===== config.mk =====
export PLATFORM = sky130hd
export DESIGN_NAME = seq_ram_loader_flat
export DESIGN_NICKNAME = d
export VERILOG_FILES = /design/src/rtl/seq_ram_loader_if.sv /design/src/rtl/seq_ram_loader.sv /design/src/flat_wrapper.sv
export SDC_FILE = /design/constraint.sdc
export NUM_CORES = 1
export LEC_CHECK = 0
export ABC_AREA = 1
export CAP_MARGIN = 20
export CORE_UTILIZATION = 50
export DETAILED_ROUTE_END_ITERATION = 10
export PLACE_DENSITY = 0.84
export SETUP_SLACK_MARGIN = 0.02
export SLEW_MARGIN = 20
export SYNTH_ARGS = -nofsm -noshare
export SYNTH_HDL_FRONTEND = slang
export SYNTH_SLANG_ARGS = --single-unit

===== constraint.sdc =====
create_clock -name clk -period 2.41 [get_ports clk]
set_input_delay 0.241 -clock clk [delete_from_list [all_inputs] [get_ports clk]]
set_output_delay 0.241 -clock clk [all_outputs]
set_load 0.01 [all_outputs]

===== src/rtl/seq_ram_loader_if.sv =====
// Bus between fifo_rx, the sequence loader and the NW sequence RAMs.
// master = loader side, slave = FIFO/RAM/control side.
interface seq_ram_loader_if #(
  parameter int DATA_SIZE = 8,
  parameter int ADDR_W    = 8
);
  logic [DATA_SIZE-1:0] fifo_data;
  logic                 fifo_empty;
  logic                 rd_from_fifo;
  logic                 start;
  logic                 ram_we_a;
  logic                 ram_we_b;
  logic [ADDR_W-1:0]    ram_addr;
  logic [1:0]           ram_din;
  logic [ADDR_W:0]      len_a;
  logic [ADDR_W:0]      len_b;
  logic                 done;
  logic                 err_char;
  logic                 err_ovf;

  modport master (
    input  fifo_data, fifo_empty, start,
    output rd_from_fifo, ram_we_a, ram_we_b, ram_addr, ram_din,
           len_a, len_b, done, err_char, err_ovf
  );

  modport slave (
    output fifo_data, fifo_empty, start,
    input  rd_from_fifo, ram_we_a, ram_we_b, ram_addr, ram_din,
           len_a, len_b, done, err_char, err_ovf
  );
endinterface


===== src/rtl/seq_ram_loader.sv =====
// Drains fifo_rx and writes two 2-bit-encoded nucleotide sequences into RAM A / RAM B.
// Optional macro SEQ_LOADER_LOWERCASE_EN: accept a/c/g/t as bases.
module seq_ram_loader #(
  parameter int DATA_SIZE = 8,
  parameter int ADDR_W    = 8
) (
  input  logic              clk,
  input  logic              rst,
  seq_ram_loader_if.master  bus
);
  localparam logic [ADDR_W:0] MAX_LEN = {1'b1, {ADDR_W{1'b0}}};

  localparam logic [DATA_SIZE-1:0] CH_A  = DATA_SIZE'(8'h41);
  localparam logic [DATA_SIZE-1:0] CH_C  = DATA_SIZE'(8'h43);
  localparam logic [DATA_SIZE-1:0] CH_G  = DATA_SIZE'(8'h47);
  localparam logic [DATA_SIZE-1:0] CH_T  = DATA_SIZE'(8'h54);
  localparam logic [DATA_SIZE-1:0] CH_LA = DATA_SIZE'(8'h61);
  localparam logic [DATA_SIZE-1:0] CH_LC = DATA_SIZE'(8'h63);
  localparam logic [DATA_SIZE-1:0] CH_LG = DATA_SIZE'(8'h67);
  localparam logic [DATA_SIZE-1:0] CH_LT = DATA_SIZE'(8'h74);
  localparam logic [DATA_SIZE-1:0] CH_CR = DATA_SIZE'(8'h0D);
  localparam logic [DATA_SIZE-1:0] CH_LF = DATA_SIZE'(8'h0A);

  typedef enum logic [2:0] {FETCH_A, DEC_A, FETCH_B, DEC_B, DONE} state_t;

  state_t               state;
  logic [DATA_SIZE-1:0] byte_q;
  logic                 we_a_q, we_b_q;
  logic [ADDR_W-1:0]    addr_q;
  logic [1:0]           din_q;
  logic [ADDR_W:0]      len_a_q, len_b_q;
  logic                 done_q, err_char_q, err_ovf_q;

  logic                 is_base, is_term, dec_b;
  logic [1:0]           code;
  logic [ADDR_W:0]      cur_len;

  always_comb begin
    is_base = 1'b1;
    code    = 2'd0;
    case (byte_q)
      CH_A: code = 2'd0;
      CH_C: code = 2'd1;
      CH_G: code = 2'd2;
      CH_T: code = 2'd3;
`ifdef SEQ_LOADER_LOWERCASE_EN
      CH_LA: code = 2'd0;
      CH_LC: code = 2'd1;
      CH_LG: code = 2'd2;
      CH_LT: code = 2'd3;
`else
      CH_LA, CH_LC, CH_LG, CH_LT: is_base = 1'b0;
`endif
      default: is_base = 1'b0;
    endcase
  end

  assign is_term = (byte_q == CH_CR) || (byte_q == CH_LF);
  assign dec_b   = (state == DEC_B);
  assign cur_len = dec_b ? len_b_q : len_a_q;

  // Pop only from FETCH states, so pops are at least two cycles apart.
  assign bus.rd_from_fifo = !rst && !bus.fifo_empty &&
                            ((state == FETCH_A) || (state == FETCH_B));

  always_ff @(posedge clk or posedge rst) begin
    if (rst) begin
      state      <= FETCH_A;
      byte_q     <= '0;
      we_a_q     <= 1'b0;
      we_b_q     <= 1'b0;
      addr_q     <= '0;
      din_q      <= '0;
      len_a_q    <= '0;
      len_b_q    <= '0;
      done_q     <= 1'b0;
      err_char_q <= 1'b0;
      err_ovf_q  <= 1'b0;
    end else begin
      we_a_q <= 1'b0;
      we_b_q <= 1'b0;
      case (state)
        FETCH_A, FETCH_B: begin
          if (!bus.fifo_empty) begin
            byte_q <= bus.fifo_data;
            state  <= (state == FETCH_A) ? DEC_A : DEC_B;
          end
        end
        DEC_A, DEC_B: begin
          state <= dec_b ? FETCH_B : FETCH_A;
          if (is_base) begin
            // Saturated length means RAM full: drop the base, never wrap the address.
            if (cur_len != MAX_LEN) begin
              we_a_q <= !dec_b;
              we_b_q <= dec_b;
              addr_q <= cur_len[ADDR_W-1:0];
              din_q  <= code;
              if (dec_b) len_b_q <= len_b_q + 1'b1;
              else       len_a_q <= len_a_q + 1'b1;
            end else begin
              err_ovf_q <= 1'b1;
            end
          end else if (is_term) begin
            if (cur_len != '0) begin
              if (dec_b) begin
                state  <= DONE;
                done_q <= 1'b1;
              end else begin
                state  <= FETCH_B;
              end
            end
          end else begin
            err_char_q <= 1'b1;
          end
        end
        DONE: begin
          if (bus.start) begin
            state      <= FETCH_A;
            done_q     <= 1'b0;
            len_a_q    <= '0;
            len_b_q    <= '0;
            err_char_q <= 1'b0;
            err_ovf_q  <= 1'b0;
          end
        end
        default: state <= FETCH_A;
      endcase
    end
  end

  assign bus.ram_we_a = we_a_q;
  assign bus.ram_we_b = we_b_q;
  assign bus.ram_addr = addr_q;
  assign bus.ram_din  = din_q;
  assign bus.len_a    = len_a_q;
  assign bus.len_b    = len_b_q;
  assign bus.done     = done_q;
  assign bus.err_char = err_char_q;
  assign bus.err_ovf  = err_ovf_q;
endmodule


===== src/flat_wrapper.sv =====
// flat-port wrapper written by rule: the top's interface ports become plain ports
module seq_ram_loader_flat 
#(
  parameter int DATA_SIZE = 8,
  parameter int ADDR_W    = 8
)
  (clk, rst, bus_fifo_data, bus_fifo_empty, bus_start, bus_rd_from_fifo, bus_ram_we_a, bus_ram_we_b, bus_ram_addr, bus_ram_din, bus_len_a, bus_len_b, bus_done, bus_err_char, bus_err_ovf);
  seq_ram_loader_if #(.DATA_SIZE(DATA_SIZE), .ADDR_W(ADDR_W)) bus_i ();
  input  logic clk;
  input  logic rst;
  input wire logic [$bits(bus_i.fifo_data)-1:0] bus_fifo_data;
  input wire logic [$bits(bus_i.fifo_empty)-1:0] bus_fifo_empty;
  input wire logic [$bits(bus_i.start)-1:0] bus_start;
  output wire logic [$bits(bus_i.rd_from_fifo)-1:0] bus_rd_from_fifo;
  output wire logic [$bits(bus_i.ram_we_a)-1:0] bus_ram_we_a;
  output wire logic [$bits(bus_i.ram_we_b)-1:0] bus_ram_we_b;
  output wire logic [$bits(bus_i.ram_addr)-1:0] bus_ram_addr;
  output wire logic [$bits(bus_i.ram_din)-1:0] bus_ram_din;
  output wire logic [$bits(bus_i.len_a)-1:0] bus_len_a;
  output wire logic [$bits(bus_i.len_b)-1:0] bus_len_b;
  output wire logic [$bits(bus_i.done)-1:0] bus_done;
  output wire logic [$bits(bus_i.err_char)-1:0] bus_err_char;
  output wire logic [$bits(bus_i.err_ovf)-1:0] bus_err_ovf;
  assign bus_i.fifo_data = bus_fifo_data;
  assign bus_i.fifo_empty = bus_fifo_empty;
  assign bus_i.start = bus_start;
  assign bus_rd_from_fifo = bus_i.rd_from_fifo;
  assign bus_ram_we_a = bus_i.ram_we_a;
  assign bus_ram_we_b = bus_i.ram_we_b;
  assign bus_ram_addr = bus_i.ram_addr;
  assign bus_ram_din = bus_i.ram_din;
  assign bus_len_a = bus_i.len_a;
  assign bus_len_b = bus_i.len_b;
  assign bus_done = bus_i.done;
  assign bus_err_char = bus_i.err_char;
  assign bus_err_ovf = bus_i.err_ovf;
  seq_ram_loader #(.DATA_SIZE(DATA_SIZE), .ADDR_W(ADDR_W)) u_core (.clk(clk), .rst(rst), .bus(bus_i));
endmodule

==> qor.log, run 1 <==
INFO  run_status     run_status=complete, no violations
INFO  synthesis      ys_warn_count=0
INFO  setup_path     cp-start-kind=register
INFO  detailed_routing post_drt_wl_per_cell=12.1µm
INFO  pwr            static-leakage-power=1.54nW
INFO  die            floorplan.initialDensity=52.4%
INFO  synthesis      synth_area=2490µm²
INFO  detailed_routing drtIter0Drc=158
INFO  timing         timing_worst_slew_pin_value=0.535ns
INFO  global_routing overflow=0
INFO  synthesis      number_of_register_bits_inferred_by_synthesis=44
INFO  clocking       cts_htree_levels=2
INFO  detailed_routing vias=2335
INFO  synthesis      yosys.area_share.xor_xnor=0.702%
INFO  clocking       later_pin_clock_latency_in_the_skew_report=0.29ns
INFO  finish         multi_input_comb_area=1170µm²
INFO  clocking       bufs_on_longest_clock_path=2
INFO  synthesis      syn_inst=338
INFO  finish         final_cell_area=3100µm²
INFO  synthesis      yosysUniqueCellTypes=29
INFO  synthesis      yosys.area_share.simple=35.9%
INFO  timing         post-route-period-util=90.1%
INFO  global_routing grt_pass1_wl=9580µm
INFO  setup_path     timing.setup.critical_path_class=reg2reg
INFO  clocking       resized_after_cts=0
INFO  finish         register_area=1100µm²
INFO  synthesis      yosysTopAreaCellShare=44.2%
INFO  synthesis      ys_top_cells_by_area=sky130_fd_sc_hd__dfrtp_1 (44%), sky130_fd_sc_hd__nand2_1 (17%), sky130_fd_sc_hd__inv_1 (6.0%), sky130_fd_sc_hd__nand4_1 (5.3%), sky130_fd_sc_hd__o21ai_0 (4.8%)
INFO  synthesis      synth-compound-area-share=8.63%
INFO  die            fp.dieArea=5270µm²
INFO  die            die_width=72.6µm
INFO  detailed_routing finalWirelength=5490µm
INFO  clocking       numClockSinks=44
INFO  timing         grt_setup_unrepaired=no
INFO  synthesis      synth.yosys.seq_area_share=44.2%
INFO  setup_path     ff2ff_path_depth=9
INFO  die            cell_rows=25
INFO  clocking       cts_setup_buffers=0
INFO  min_path       min-delay-path-class=in2async
INFO  global_routing vias_in_the_first_global_route=2219
INFO  detailed_routing final_antenna_net_count=0
INFO  timing         worst_slew_margin_rel=64.3%
INFO  finish         areaGrowthSynthToFinish=24.5%
INFO  setup_path     critPathCaptureType=register
INFO  finish         diodes=0
INFO  detailed_routing drtPass1Iterations=5
INFO  clocking       cts_tree=yes
INFO  global_routing overall_routing_resource_usage=23.0%
INFO  timing         period_minus_slack=2.17ns
INFO  synthesis      yosysTopAreaCell=sky130_fd_sc_hd__dfrtp_1
INFO  synthesis      mappedNetlistNets=353
INFO  synthesis      synth_area_per_cell=7.38µm²
INFO  timing         timing.clock.skew=0.00697ns
INFO  pwr            worst_ir_drop_vdd=0.585mV
INFO  timing         max_clock_freq=460MHz
INFO  setup_path     worst_path_fanout_max=12
INFO  job            max-cap-violations=0
INFO  clocking       cts-buffers-inserted=5
INFO  placement      routabilityCongestion=0.832
INFO  setup_path     worstPathRequired=2.58ns
INFO  timing         setup-tns-final=0ns
INFO  detailed_routing post-route-drc-count=0
INFO  global_routing grt_start_max_net_pins=45
INFO  finish         final_layout_size_suffix_gt1_share=6.72%
INFO  pwr            total_power_divided_by_cell_area=730nW/µm²
INFO  finish         layout.core_utilization=65.3%
INFO  timing         worst_hold_slack=0.421ns
INFO  timing         finalSetupViolations=0
INFO  die            die_span_in_y=72.6µm
INFO  placement      placed_area=3000µm²
INFO  setup_path     reg2reg_setup_slack=0.24ns
INFO  timing         drv_slew=0
INFO  setup_path     cp.arrival=2.35ns
INFO  placement      numPortBuffers=45
INFO  die            io_pins=46
INFO  die            fp.coreArea=4750µm²
INFO  finish         fill_cells=416
INFO  timing         hold_violations=0
INFO  synthesis      synth_top_family_by_area=simple AND/OR/NAND/NOR gates
INFO  detailed_routing avgViaCountPerCell=5.14
INFO  placement      hpwl=4020µm
INFO  global_routing initial_antenna_violation_count=0
INFO  clocking       cts_root_buffer=sky130_fd_sc_hd__clkbuf_8
INFO  synthesis      muxShareOfSynthArea=0%
INFO  clocking       cts.clk_slew.worst_paths=0.08ns
INFO  finish         nets=401
INFO  synthesis      synth-adder-area-share=1.51%
INFO  clocking       cts_hold_buffers=0
cells by family (layout without fill, tap and decap cells):
| kind of cell | count (synthesis) | in the layout |
|---|---|---|
| AOI/OAI and AO/OA | 41 | 41 |
| xor gates and xnor gates | 2 | 2 |
| adders and majority gates | 3 | 3 |
| buffers and inverters | 51 | 100 |
| DFF | 44 | 44 |
| and+or+nand+nor | 197 | 197 |
stage by stage:
step | setup WS (ns) | total power, W | instances
5_1_grt | 0.0735 | 0.00242 | 454
3_5_place_dp | 0.278 | 0.00172 | 446
4_1_cts | 0.271 | 0.00226 | 454
2_1_floorplan | 0.609 | 0.00141 | 338
6_report | 0.238 | 0.00227 | 454
3_3_place_gp | 0.379 | 0.00169 | 446
sequential cells by signal, summed over array words and instances, names as in the netlist:
signal,cells
u_core.bus.ram_we_a,1
u_core.bus.ram_addr,8
u_core.state,3
u_core.bus.len_b,9
u_core.bus.ram_din,2
u_core.bus.len_a,9
u_core.bus.err_char,1
u_core.byte_q,8
u_core.bus.done,1
u_core.bus.ram_we_b,1
u_core.bus.err_ovf,1
report_power, final:
group	total [W]	internal, W	switching, W	leakage (nW)
clock	0.000554	0.000308	0.000246	0.0552
combinational	0.000730	0.000339	0.000390	0.907
sequential	0.000982	0.000848	0.000133	0.579
synth_stat cells:
cell type	instances
sky130_fd_sc_hd__nor2_2	3
sky130_fd_sc_hd__a32oi_1	1
sky130_fd_sc_hd__xor2_1	1
sky130_fd_sc_hd__nor3_2	1
sky130_fd_sc_hd__inv_2	2
sky130_fd_sc_hd__nor3_1	7
sky130_fd_sc_hd__nand3_4	2
sky130_fd_sc_hd__clkbuf_1	3
sky130_fd_sc_hd__nand3_2	1
sky130_fd_sc_hd__xnor2_1	1
sky130_fd_sc_hd__nand4_2	1
sky130_fd_sc_hd__buf_2	1
sky130_fd_sc_hd__nand3_1	14
sky130_fd_sc_hd__buf_6	4
sky130_fd_sc_hd__ha_1	3
sky130_fd_sc_hd__nand2_2	1
sky130_fd_sc_hd__a21oi_1	10
sky130_fd_sc_hd__nand2_1	113
sky130_fd_sc_hd__nor2_1	30
sky130_fd_sc_hd__dfrtp_1	44
sky130_fd_sc_hd__o21ai_0	24
sky130_fd_sc_hd__nand4_1	21
sky130_fd_sc_hd__o21ai_2	1
sky130_fd_sc_hd__o31ai_1	1
sky130_fd_sc_hd__nor2_4	2
sky130_fd_sc_hd__inv_1	40
sky130_fd_sc_hd__nand3b_1	1
sky130_fd_sc_hd__buf_4	1
sky130_fd_sc_hd__o21ai_1	4
per-layer routing:
layer  wire length [µm]  GRT usage (%)  up-vias
met4                 79           7.63        0
li1                   -              -     1192
met1               2580           31.0     1058
met3                257           3.18        8
met5                  0              0        -
met2               2580           38.2       77
layout by cell type (no fill, tap or decap), types with 4 or more instances in the layout:
| cell | count |
|---|---|
| sky130_fd_sc_hd__inv_1 | 40 |
| sky130_fd_sc_hd__nor3_1 | 7 |
| sky130_fd_sc_hd__dfrtp_1 | 44 |
| sky130_fd_sc_hd__clkbuf_8 | 5 |
| sky130_fd_sc_hd__nand2_1 | 113 |
| sky130_fd_sc_hd__buf_4 | 5 |
| sky130_fd_sc_hd__o21ai_0 | 24 |
| sky130_fd_sc_hd__nand3_1 | 14 |
| sky130_fd_sc_hd__a21oi_1 | 10 |
| sky130_fd_sc_hd__nor2_1 | 30 |
| sky130_fd_sc_hd__nand4_1 | 21 |
| sky130_fd_sc_hd__clkdlybuf4s50_1 | 45 |
| sky130_fd_sc_hd__o21ai_1 | 4 |
worst max-delay path, cell delays in order (launching register included):
cell and delay [ns]:
sky130_fd_sc_hd__dfrtp_1 0.44, sky130_fd_sc_hd__inv_2 0.09, sky130_fd_sc_hd__nand3_1 0.32, sky130_fd_sc_hd__o21ai_2 0.26, sky130_fd_sc_hd__nand2_1 0.08, sky130_fd_sc_hd__nor2_2 0.16, sky130_fd_sc_hd__nand3_1 0.12, sky130_fd_sc_hd__ha_1 0.30
sky130_fd_sc_hd__o21ai_0 0.17, sky130_fd_sc_hd__o21ai_0 0.11
cell type report:
cell class | count | share of cell area [%]
Clock buffer | 6 | 2.34
Clock inverter | 2 | 1.13
Inverter | 42 | 5.08
Multi-Input combinational cell | 243 | 37.6
Sequential cell | 44 | 35.5
Tap cell | 67 | 2.70
Timing Repair Buffer | 50 | 15.7
final timing paths:
check / startpoint / endpoint
max: u_core.state[2]$_DFFE_PP0P_ / u_core.state[1]$_DFFE_PP0P_
min in group clk: u_core.bus.done$_DFFE_PP0P_ / u_core.bus.done$_DFFE_PP0P_
min reg2reg: u_core.bus.done$_DFFE_PP0P_ / u_core.bus.done$_DFFE_PP0P_
max reg2reg: u_core.state[2]$_DFFE_PP0P_ / u_core.state[1]$_DFFE_PP0P_
max in group asynchronous: rst / u_core.bus.len_a[4]$_DFFE_PP0P_
min: rst / u_core.state[1]$_DFFE_PP0P_
No activity file was read; power rests on OpenSTA's default activity.
==> run 2, diff against run 1 <==
Settings changed: CORE_UTILIZATION 50 to 52, PLACE_DENSITY 0.84 to 0.86, SKIP_CTS_REPAIR_TIMING set to 1, SLEW_MARGIN 20 to unset.
==> qor.log, run 2 (same netlist as run 1, synthesis figures left out) <==
INFO  run_status     run_status=complete, but fails checks
INFO  run_status     failed_checks=DRC
INFO  die            die_width=71.3µm [-1.9%]
INFO  timing         grt_setup_unrepaired=no
INFO  setup_path     reg2reg_setup_slack=0.24ns [about the same]
INFO  clocking       numClockSinks=44 [unchanged]
INFO  detailed_routing avgViaCountPerCell=5.31 [+3.2%]
INFO  setup_path     cp.arrival=2.35ns [about the same]
INFO  finish         areaGrowthSynthToFinish=24.2%
INFO  finish         multi_input_comb_area=1170µm² [+0.21%]
INFO  setup_path     reg2reg_start=u_core.state[2]$_DFFE_PP0P_
INFO  detailed_routing vias=2329 [-0.26%]
INFO  timing         hold_violations=0 [unchanged]
INFO  detailed_routing post_drt_wl_per_cell=12.7µm [+4.8%]
INFO  finish         final_layout_size_suffix_gt1_share=7.24% [+0.52 points]
INFO  global_routing vias_in_the_first_global_route=2260 [+1.8%]
INFO  setup_path     cp-start-kind=register
INFO  global_routing overall_routing_resource_usage=24.2% [+1.2 points]
INFO  global_routing overflow=0 [unchanged]
INFO  finish         fill_cells=367 [-12%]
INFO  clocking       cts_htree_levels=2 [unchanged]
INFO  pwr            static-leakage-power=1.54nW [+0.19%]
INFO  clocking       cts_tree=yes
INFO  detailed_routing final_antenna_net_count=0 [unchanged]
INFO  detailed_routing drtPass1Iterations=8 [+3]
INFO  global_routing grt_pass1_wl=9740µm [+1.6%]
INFO  detailed_routing post-route-drc-count=4 [+4]
INFO  setup_path     ff2ff_path_depth=9 [unchanged]
INFO  die            die_span_in_y=71.3µm [-1.9%]
INFO  timing         setup_ws=0.242ns [+0.00402 ns]
INFO  job            max-cap-violations=0 [unchanged]
INFO  clocking       later_pin_clock_latency_in_the_skew_report=0.30ns [about the same]
INFO  setup_path     worst_path_fanout_max=12 [unchanged]
INFO  setup_path     timing.setup.critical_path_class=reg2reg
INFO  finish         nets=401 [unchanged]
INFO  finish         finish.cell_count_without_fillers=439 [-3.3%]
INFO  placement      place_ws=0.284ns [+0.00557 ns]
INFO  placement      routabilityCongestion=0.863 [+3.7%]
INFO  timing         drv_slew=0 [unchanged]
INFO  clocking       bufs_on_longest_clock_path=2 [unchanged]
INFO  timing         period_minus_slack=2.17ns [-0.00402 ns]
INFO  finish         layout_common_cells=sky130_fd_sc_hd__nand2_1 (112), sky130_fd_sc_hd__clkdlybuf4s50_1 (45), sky130_fd_sc_hd__dfrtp_1 (44), sky130_fd_sc_hd__inv_1 (40), sky130_fd_sc_hd__nor2_1 (30)
INFO  timing         worst_slew_margin_rel=63.8% [-0.50 points]
INFO  die            io_pins=46 [unchanged]
INFO  finish         layout_commonest_cell=sky130_fd_sc_hd__nand2_1
INFO  timing         finalSetupViolations=0 [unchanged]
INFO  placement      hpwl=4010µm [-0.44%]
INFO  clocking       cts-buffers-inserted=5 [unchanged]
INFO  min_path       min-delay-path-class=in2async
INFO  die            floorplan.initialDensity=55.7% [+3.3 points]
INFO  timing         timing.clock.skew=0.00642ns [-0.000552 ns]
INFO  pwr            total_power_divided_by_cell_area=739nW/µm² [+1.2%]
INFO  placement      placedCellCount=431 [-3.4%]
INFO  global_routing grt_start_max_net_pins=45 [unchanged]
INFO  timing         setup-tns-final=0ns [unchanged]
INFO  finish         register_area=1100µm² [unchanged]
INFO  die            cell_rows=24 [-4.0%]
INFO  placement      numPortBuffers=45 [unchanged]
INFO  clocking       cts_root_buffer=sky130_fd_sc_hd__clkbuf_8
INFO  global_routing initial_antenna_violation_count=0 [unchanged]
INFO  detailed_routing finalWirelength=5570µm [+1.4%]
INFO  setup_path     critPathCaptureType=register
INFO  pwr            worst_ir_drop_vdd=0.653mV [+12%]
INFO  die            fp.dieArea=5080µm² [-3.7%]
INFO  setup_path     worstPathRequired=2.59ns [about the same]
INFO  die            fp.coreArea=4470µm² [-5.9%]
INFO  finish         diodes=0 [unchanged]
INFO  clocking       cts.clk_slew.worst_paths=0.09ns [about the same]
INFO  timing         max_clock_freq=461MHz [+0.19%]
INFO  setup_path     crit-reg2reg-capture=u_core.state[1]$_DFFE_PP0P_
INFO  detailed_routing drtIter0Drc=135 [-15%]
INFO  timing         timing_worst_slew_pin_value=0.541ns [+0.00553 ns]
INFO  timing         post-route-period-util=90.0% [-0.17 points]
## run 2: cell types whose count changed in the layout (fill, tap and decap cells not counted), sizes merged
cell	delta
clkbuf	-1
clkinv	+1
## run 2: report_power, final
group | total, W | leakage, nW | internal (W) | switching [W]
combinational | 0.000731 | 0.906 | 0.000342 | 0.000389
sequential | 0.000979 | 0.579 | 0.000848 | 0.000130
clock | 0.000579 | 0.0583 | 0.000312 | 0.000266
total | 0.00229 | 1.54 | 0.00150 | 0.000786
## run 2: worst max path at each step
stage          slack, ns                        start                            endpoint  depth (start not counted)
2_1_floorplan       0.61  u_core.state[2]$_DFFE_PP0P_         u_core.state[1]$_DFFE_PP0P_                         10
3_3_place_gp        0.40  u_core.state[2]$_DFFE_PP0P_  u_core.bus.ram_addr[0]$_DFFE_PP0P_                         10
3_5_place_dp        0.28  u_core.state[2]$_DFFE_PP0P_         u_core.state[1]$_DFFE_PP0P_                          9
4_1_cts             0.27  u_core.state[2]$_DFFE_PP0P_         u_core.state[1]$_DFFE_PP0P_                          9
5_1_grt             0.05  u_core.state[2]$_DFFE_PP0P_         u_core.state[1]$_DFFE_PP0P_                          9
6_report            0.24  u_core.state[2]$_DFFE_PP0P_         u_core.state[1]$_DFFE_PP0P_                          9
## run 2: layer usage
metal / track usage [%] / vias to the layer above / share of wire (%)
li1: - / 1183 / -
met1: 31.8 / 1061 / 47
met2: 38.3 / 75 / 46
met3: 5.20 / 10 / 5.2
met4: 11.6 / 0 / 1.8
met5: 0 / - / 0
## run 2: final cells by class
type / count / share of cell area (%)
timing repair buffer: 50 / 15.8
clock buffer: 5 / 2.22
inverter: 42 / 5.09
multi-input combinational: 243 / 37.7
tap: 52 / 2.10
sequential: 44 / 35.6
clock inverter: 3 / 1.54
## run 2: per-stage QoR
stage	instance area [µm²]	hold slack (ns)	power (W)	utilization (%)
4_1_cts	3090	0.424	0.00230	69.2
3_5_place_dp	2980	0.467	0.00172	66.6
6_report	3100	0.401	0.00229	69.2
2_1_floorplan	2490	0.358	0.00141	-
5_1_grt	3100	0.491	0.00244	69.2
3_3_place_gp	2980	0.464	0.00169	66.6
## run 2: worst max-delay path, stage by stage, from the launching register on
cell	delay [ns]
sky130_fd_sc_hd__dfrtp_1	0.46
sky130_fd_sc_hd__inv_2	0.10
sky130_fd_sc_hd__nand3_1	0.32
sky130_fd_sc_hd__o21ai_2	0.25
sky130_fd_sc_hd__nand2_1	0.08
sky130_fd_sc_hd__nor2_2	0.15
sky130_fd_sc_hd__nand3_1	0.13
sky130_fd_sc_hd__ha_1	0.31
sky130_fd_sc_hd__o21ai_0	0.15
sky130_fd_sc_hd__o21ai_0	0.09
==> run 3, diff against run 2 <==
Settings changed: CORE_MARGIN set to 2, CORE_UTILIZATION 52 to 59, DONT_BUFFER_PORTS set to 1, PLACE_DENSITY 0.86 to 0.82.
==> qor.log, run 3 (same netlist as run 1, synthesis figures left out) <==
INFO  clocking       cts_htree_levels=2 [unchanged]
INFO  detailed_routing finalWirelength=5360µm [-3.8%]
INFO  run_status     run_status=complete, no violations
INFO  global_routing initial_antenna_violation_count=0 [unchanged]
INFO  pwr            total_power_divided_by_cell_area=801nW/µm² [+8.4%]
INFO  finish         diodes=0 [unchanged]
INFO  detailed_routing drtPass1Iterations=4 [-4]
INFO  finish         layout_commonest_cell=sky130_fd_sc_hd__nand2_1
INFO  timing         timing_worst_slew_pin_value=0.883ns [+0.342 ns]
INFO  timing         finalSetupViolations=0 [unchanged]
INFO  finish         final_layout_size_suffix_gt1_share=8.43% [+1.2 points]
INFO  timing         grt_setup_unrepaired=no
INFO  pwr            worst_ir_drop_vdd=0.458mV [-30%]
INFO  placement      hpwl=4060µm [+1.3%]
INFO  timing         setup-tns-final=0ns [unchanged]
INFO  clocking       numClockSinks=44 [unchanged]
INFO  setup_path     timing.setup.critical_path_class=reg2reg
INFO  die            io_pins=46 [unchanged]
INFO  placement      routabilityCongestion=0.886 [+2.7%]
INFO  die            fp.dieArea=4760µm² [-6.2%]
INFO  finish         layout_common_cells=sky130_fd_sc_hd__nand2_1 (113), sky130_fd_sc_hd__dfrtp_1 (44), sky130_fd_sc_hd__inv_1 (39), sky130_fd_sc_hd__nor2_1 (30), sky130_fd_sc_hd__o21ai_0 (24)
INFO  setup_path     worst_path_fanout_max=10 [-2]
INFO  global_routing grt_start_max_net_pins=27 [-40%]
INFO  die            cell_rows=23 [-4.2%]
INFO  die            floorplan.initialDensity=61.9% [+6.2 points]
INFO  die            die_width=69.0µm [-3.1%]
INFO  die            die_span_in_y=69.0µm [-3.1%]
INFO  timing         drv_slew=0 [unchanged]
INFO  setup_path     cp-start-kind=register
INFO  global_routing overall_routing_resource_usage=23.7% [-0.45 points]
INFO  timing         hold_violations=0 [unchanged]
INFO  timing         max_clock_freq=485MHz [+5.1%]
INFO  global_routing vias_in_the_first_global_route=2077 [-8.1%]
INFO  timing         setup_ws=0.347ns [+0.105 ns]
INFO  clocking       cts-buffers-inserted=5 [unchanged]
INFO  clocking       cts_root_buffer=sky130_fd_sc_hd__clkbuf_8
INFO  setup_path     worstPathRequired=2.60ns [about the same]
INFO  detailed_routing final_antenna_net_count=0 [unchanged]
INFO  setup_path     critPathCaptureType=register
INFO  die            fp.coreArea=4030µm² [-10%]
INFO  timing         worst_slew_margin_rel=40.7% [-23 points]
INFO  timing         post-route-period-util=85.6% [-4.4 points]
INFO  detailed_routing post-route-drc-count=0 [-4]
INFO  min_path       min-delay-path-class=in2reg
INFO  finish         areaGrowthSynthToFinish=7.23%
INFO  timing         period_minus_slack=2.06ns [-0.105 ns]
INFO  clocking       cts.clk_slew.worst_paths=0.09ns [about the same]
INFO  global_routing grt_pass1_wl=9290µm [-4.7%]
INFO  placement      place_ws=0.273ns [-0.0106 ns]
INFO  pwr            static-leakage-power=1.39nW [-9.8%]
INFO  clocking       cts_tree=yes
INFO  clocking       bufs_on_longest_clock_path=2 [unchanged]
INFO  detailed_routing avgViaCountPerCell=5.58 [+5.2%]
INFO  timing         timing.clock.skew=0.0119ns [+0.00545 ns]
INFO  finish         nets=358 [-11%]
INFO  job            max-cap-violations=0 [unchanged]
INFO  detailed_routing post_drt_wl_per_cell=13.6µm [+7.1%]
INFO  placement      numPortBuffers=0 [-100%]
INFO  setup_path     cp.arrival=2.26ns [-0.09 ns]
INFO  global_routing overflow=0 [unchanged]
INFO  detailed_routing vias=2199 [-5.6%]
INFO  clocking       later_pin_clock_latency_in_the_skew_report=0.30ns [about the same]
INFO  detailed_routing drtIter0Drc=194 [+44%]
[run 3: final cells by class]
class                           instances  area, µm²
Fill cell                             346       1360
Multi-Input combinational cell        243       1170
Sequential cell                        44       1100
Inverter                               42        158
Clock buffer                            7       96.3
Tap cell                               50       62.6
Timing Repair Buffer                    7       55.1
Clock inverter                          1       30.0
[run 3: worst max-delay path: stages (launching register included)]
cell                      delay (ns)
sky130_fd_sc_hd__dfrtp_1        0.47
sky130_fd_sc_hd__nand2_2        0.10
sky130_fd_sc_hd__nor2_4         0.23
sky130_fd_sc_hd__nand2_1        0.10
sky130_fd_sc_hd__nand2_1        0.11
sky130_fd_sc_hd__nand2_1        0.09
sky130_fd_sc_hd__nor2_4         0.15
sky130_fd_sc_hd__nand3_1        0.13
sky130_fd_sc_hd__ha_1           0.32
sky130_fd_sc_hd__o21ai_0        0.16
sky130_fd_sc_hd__o21ai_0        0.09
[run 3: per-layer routing]
metal | track usage, % | part of all wire [%] | vias to the layer above | wire [µm]
met4 | 8.06 | 1.3 | 0 | 68
met2 | 37.6 | 47 | 82 | 2490
met1 | 31.7 | 45 | 1015 | 2430
li1 | - | - | 1095 | -
met5 | 0 | 0 | - | 0
met3 | 6.14 | 6.7 | 7 | 360
[run 3: where the power goes]
part / switching [W] / total (W) / internal, W
Combinational: 0.000309 / 0.000489 / 0.000180
Sequential: 0.000189 / 0.00104 / 0.000848
Clock: 0.000249 / 0.000615 / 0.000366
Total: 0.000748 / 0.00214 / 0.00139
[run 3: worst paths after layout]
kind                            depth (start not counted)  slack (ns)                         start                      endpoint
worst min-delay path                                    2        0.06              bus_fifo_data[6]  u_core.byte_q[6]$_DFFE_PP0P_
max in group asynchronous                               3        1.25                           rst   u_core.bus.done$_DFFE_PP0P_
worst max-delay path                                   10        0.35   u_core.state[1]$_DFFE_PP0P_   u_core.state[1]$_DFFE_PP0P_
worst max register to register                         10        0.35   u_core.state[1]$_DFFE_PP0P_   u_core.state[1]$_DFFE_PP0P_
min in group asynchronous                               2        0.46                           rst  u_core.byte_q[0]$_DFFE_PP0P_
worst min register to register                          2        0.52  u_core.byte_q[6]$_DFFE_PP0P_  u_core.byte_q[6]$_DFFE_PP0P_
[run 3: per-stage QoR]
step	std cells	hold WS, ns	cell area [µm²]	util, %	power [W]
final	394	0.0607	2670	66.4	0.00214
after global placement	385	0.241	2530	62.9	0.00151
after global routing	394	0.0661	2670	66.4	0.00229
after CTS	393	-0.0862	2660	66.0	0.00215
after floorplan	338	0.358	2490	-	0.00141
after detailed placement	385	0.242	2530	62.9	0.00154
